`config.mk`:
```
export PLATFORM = sky130hd
export DESIGN_NAME = uart_rx
export DESIGN_NICKNAME = d
export VERILOG_FILES = /design/src/rtl/uart_rx.sv
export SDC_FILE = /design/constraint.sdc
export NUM_CORES = 1
export LEC_CHECK = 0
export ABC_AREA = 1
export CAP_MARGIN = 25
export CORE_ASPECT_RATIO = 1.75
export CORE_MARGIN = 2
export CORE_UTILIZATION = 60
export CTS_CLUSTER_SIZE = 30
export DETAILED_ROUTE_END_ITERATION = 10
export PLACE_DENSITY_LB_ADDON = 0.15
export SLEW_MARGIN = 20
export SYNTH_ARGS = -nofsm -noshare
export SYNTH_HDL_FRONTEND = slang
export SYNTH_SLANG_ARGS = --single-unit
```
`constraint.sdc`:
```
create_clock -name clk -period 3.4 [get_ports clk]
set_clock_uncertainty 0.1 [all_clocks]
set_input_delay 0.51 -clock clk [delete_from_list [all_inputs] [get_ports clk]]
set_output_delay 0.51 -clock clk [all_outputs]
set_load 0.005 [all_outputs]
```
`src/rtl/uart_rx.sv`:
```
// UART receiver: 16x-oversampled, LSB-first deserialiser with a one-cycle done strobe and
// a framing-error flag for the stop bit.
module uart_rx #(
  parameter int unsigned DBIT    = 8,
  parameter int unsigned SB_TICK = 16
) (
  input  logic            clk,
  input  logic            reset,
  input  logic            rx,
  input  logic            s_tick,
  output logic [DBIT-1:0] dout,
  output logic            rx_done_tick,
  output logic            frame_err
);

  localparam int unsigned NW    = (DBIT > 1) ? $clog2(DBIT) : 1;
  localparam logic [4:0]  SLast = 5'(SB_TICK - 1);
  localparam logic [NW-1:0] NLast = NW'(DBIT - 1);

  typedef enum logic [1:0] {StIdle, StStart, StData, StStop} state_e;

  state_e          state_q, state_d;
  logic            rx_meta_q, rx_s_q;
  logic [4:0]      s_q, s_d;
  logic [NW-1:0]   n_q, n_d;
  logic [DBIT-1:0] b_q, b_d;
  logic [DBIT-1:0] dout_q, dout_d;
  logic            frame_err_q, frame_err_d;
  logic            done_q, done_d;

  // Two-flop synchroniser; resets to the idle line level so reset never looks like a start.
  always_ff @(posedge clk or negedge reset) begin
    if (!reset) begin
      rx_meta_q <= 1'b1;
      rx_s_q    <= 1'b1;
    end else begin
      rx_meta_q <= rx;
      rx_s_q    <= rx_meta_q;
    end
  end

  always_ff @(posedge clk or negedge reset) begin
    if (!reset) begin
      state_q     <= StIdle;
      s_q         <= '0;
      n_q         <= '0;
      b_q         <= '0;
      dout_q      <= '0;
      frame_err_q <= 1'b0;
      done_q      <= 1'b0;
    end else begin
      state_q     <= state_d;
      s_q         <= s_d;
      n_q         <= n_d;
      b_q         <= b_d;
      dout_q      <= dout_d;
      frame_err_q <= frame_err_d;
      done_q      <= done_d;
    end
  end

  always_comb begin
    state_d = state_q;
    case (state_q)
      StIdle: begin
        if (!rx_s_q) state_d = StStart;
      end
      StStart: begin
        // Mid start bit: a high line here was only a glitch.
        if (s_tick && (s_q == 5'd7)) state_d = rx_s_q ? StIdle : StData;
      end
      StData: begin
        if (s_tick && (s_q == 5'd15) && (n_q == NLast)) state_d = StStop;
      end
      StStop: begin
        if (s_tick && (s_q == SLast)) state_d = StIdle;
      end
      default: state_d = StIdle;
    endcase
  end

  always_comb begin
    s_d         = s_q;
    n_d         = n_q;
    b_d         = b_q;
    dout_d      = dout_q;
    frame_err_d = frame_err_q;
    done_d      = 1'b0;
    case (state_q)
      StIdle: begin
        if (!rx_s_q) s_d = '0;
      end
      StStart: begin
        if (s_tick) begin
          if (s_q == 5'd7) begin
            s_d = '0;
            n_d = '0;
          end else begin
            s_d = s_q + 5'd1;
          end
        end
      end
      StData: begin
        if (s_tick) begin
          if (s_q == 5'd15) begin
            s_d = '0;
            b_d = {rx_s_q, b_q[DBIT-1:1]};
            if (n_q != NLast) n_d = n_q + NW'(1);
          end else begin
            s_d = s_q + 5'd1;
          end
        end
      end
      StStop: begin
        if (s_tick) begin
          if (s_q == SLast) begin
            s_d         = '0;
            dout_d      = b_q;
            frame_err_d = ~rx_s_q;
            done_d      = 1'b1;
          end else begin
            s_d = s_q + 5'd1;
          end
        end
      end
      default: s_d = '0;
    endcase
  end

  assign dout         = dout_q;
  assign frame_err    = frame_err_q;
  assign rx_done_tick = done_q;

endmodule

```
==> metrics <==
Post-CTS Resized=0; synth top area cells=dfrtp_1 (48%), nand2_1 (9.4%), o21ai_1 (5.4%), o21ai_2 (5.4%), ha_1 (4.3%); CTS Buf Count=5; CP Data Required Time=2.79 ns; Pre-Repair DR Iteration Count=4; Synth Cell Area=1470 sq um; Mapped Cells=151; number of max-cap violations=0; clk sinks=30; critical path peak fanout=2; Gate power share=27.7%; Starting Density=63.86%; Total Wirelength=2551 microns; Initial DRC Count=20; number of enable flip-flop cells after synthesis=0; M1 GR Usage=21.81%; Clock power frac=28.3%; dpl hpwl=1907 microns; Routed Antenna Nets=0; Worst path max stage delay=0.52 ns; setup TNS=0 ns; Yosys top cell by area=dfrtp_1; vias in the first global route=1,142; Die Wd=41.42 microns; met2 Resource Use GR=36.11%; Die Footprint=2878 sq um; Fmax=564.8 MHz; Slew Limit Fails=0; worst-skew pair later-pin latency=0.29 ns; Worst Max-Slew Pin Slew=0.4039 ns; CTS tree=done; CTS root buf=clkbuf_8; ant diodes=0; CP delay by family, top=buffers and inverters; wire length per cell=13.08 microns; # rows=23; CP startpoint kind=register; boundary pin count=14; core area=2302 sq um; vias=1,033; Tmin final=1.770 ns; Cell Int Power=671.1 uW; Setup Viol. Count Final=0; hold buffer count at CTS=0; Hold Path Class=register to register; CTS clk-pin slew, worst paths=0.06 ns; Vias/cell=5.297; syn_nets=160; Leakage Power=0.0007775 uW; Slew headroom=73.08%; Longest Clk Path Bufs=2; crit end category=output pin; share of cells above drive strength 1=22.94%; Placed Area=1605 sq um; status=finished clean; top-area cell type share of the netlist area=47.66%; switching portion of total power=35.90%; asr flop ratio synth=100.0%; Crit-path slowest cell=clkdlybuf4s50_1; total gr overflow=0; Pwr Total=1047 uW; Syn. warnings=0; gr busiest metal=met2; Area Growth Syn to Fin=15.40%; Remaining DRCs=0; initial antenna violation count=0; M3 GR Usage=7.552%; post-route cell area=1697 sq um; cells along the critical path=clkdlybuf4s50_1; pin count of the biggest net entering global routing=31; crit path kind=register to output pin; Netlist cell types=29; Max VDD drop=397.1 uV; Critical Path AT=1.16 ns; worst path bufs/invs=1; nets@finish=178; first-pass GRT wire length=4692 microns; gpl congestion=0.8355; Final Hold Viols=0; #FFs+latches synth=30; commonest register cell after synthesis=dfrtp_1; pwr dens=617.1 nW/um^2; number of H-tree levels=2; Buffers on Ports=13; Psw=375.9 uW; period utilisation layout=52.07%; postcts setup bufs=0; Seq pwr share=43.9%; total track usage=21.80%; Util after Layout=73.70%; sequential share of the synthesized area=51.23%; average instance area after synthesis=9.736 sq um; RSZ-0062 raised after global routing=no; Die Ht=69.48 microns
[layout by cell type, fill, tap and decap left out, types with 5 or more instances in the layout]
cell,instances
ha_1,5
nand2_1,37
inv_1,14
dfrtp_1,28
clkdlybuf4s50_1,13
nand3_1,6
o21ai_2,9
o21ai_1,16
clkbuf_8,6
[per-layer routing]
metal	routed length, microns	part of all wire [%]
met2	1454	57
met4	75	2.9
met5	0	0
met1	919	36
met3	102	4.0
[kinds of logic after synthesis]
logic type               count (synthesis)  synth area share (%)
XOR/XNOR                                 1                0.5959
AND/OR/NAND/NOR                         62                 22.21
buffers and inverters                   24                 7.914
AO/OA/AOI/OAI                           29                 13.79
adder cells (fa/ha/maj)                  5                 4.255
flip-flops                              30                 51.23
[path summary, 6_finish.rpt]
check | start | endpoint | slack (ns) | cells past startpoint
max in group asynchronous | reset | rx_meta_q | 2.38 | 2
worst min-delay path | rx_meta_q | rx_s_q | 0.25 | 0
worst max register to register | s_q[1] | n_q[1] | 1.79 | 6
worst max-delay path | dout[7] | dout[7] | 1.63 | 1
min in group asynchronous | reset | s_q[4] | 0.51 | 2
worst min register to register | rx_meta_q | rx_s_q | 0.25 | 0
[cells in the mapped netlist, types with 2 or more instances]
cell,count
nand2_2,3
nand2_1,37
o21ai_1,16
inv_2,4
buf_6,3
nand3_1,6
dfrtp_1,28
o21ai_2,9
ha_1,5
nor2_1,4
nand4_1,2
nand2_4,2
nand3_2,2
inv_1,14
dfstp_2,2
[flip-flops by register name (all words and copies together) (netlist names), named ones only]
signal	flops
dout	8
state_q	1
rx_done_tick	1
rx_s_q	1
b_q	8
frame_err	1
n_q	3
rx_meta_q	1
s_q	5
[final cells by class]
type	count	area, sq um
clock inverter	1	5.005
fill	183	605.6
sequential	30	753.2
timing repair buffer	14	137.6
clock buffer	7	86.33
inverter	21	82.58
tap	25	31.28
multi-input combinational	97	600.6
[power groups by stage]
stage | combinational, uW | sequential [uW] | clock (uW)
2_1_floorplan | 257 | 441 | 0
3_3_place_gp | 280 | 463 | 0
3_5_place_dp | 294 | 466 | 0
4_1_cts | 294 | 460 | 299
5_1_grt | 337 | 469 | 314
6_report | 290 | 460 | 297
[through the flow]
stage / hold slack (ns) / instances / setup WS, ns
after floorplan: 0.1144 / 151 / 1.966
after global placement: 0.2465 / 187 / 1.446
after detailed placement: 0.2468 / 187 / 1.401
after CTS: 0.2512 / 195 / 1.613
after global routing: 0.2604 / 195 / 1.585
final: 0.2495 / 195 / 1.630
No activity file was read; power rests on OpenSTA's default activity.
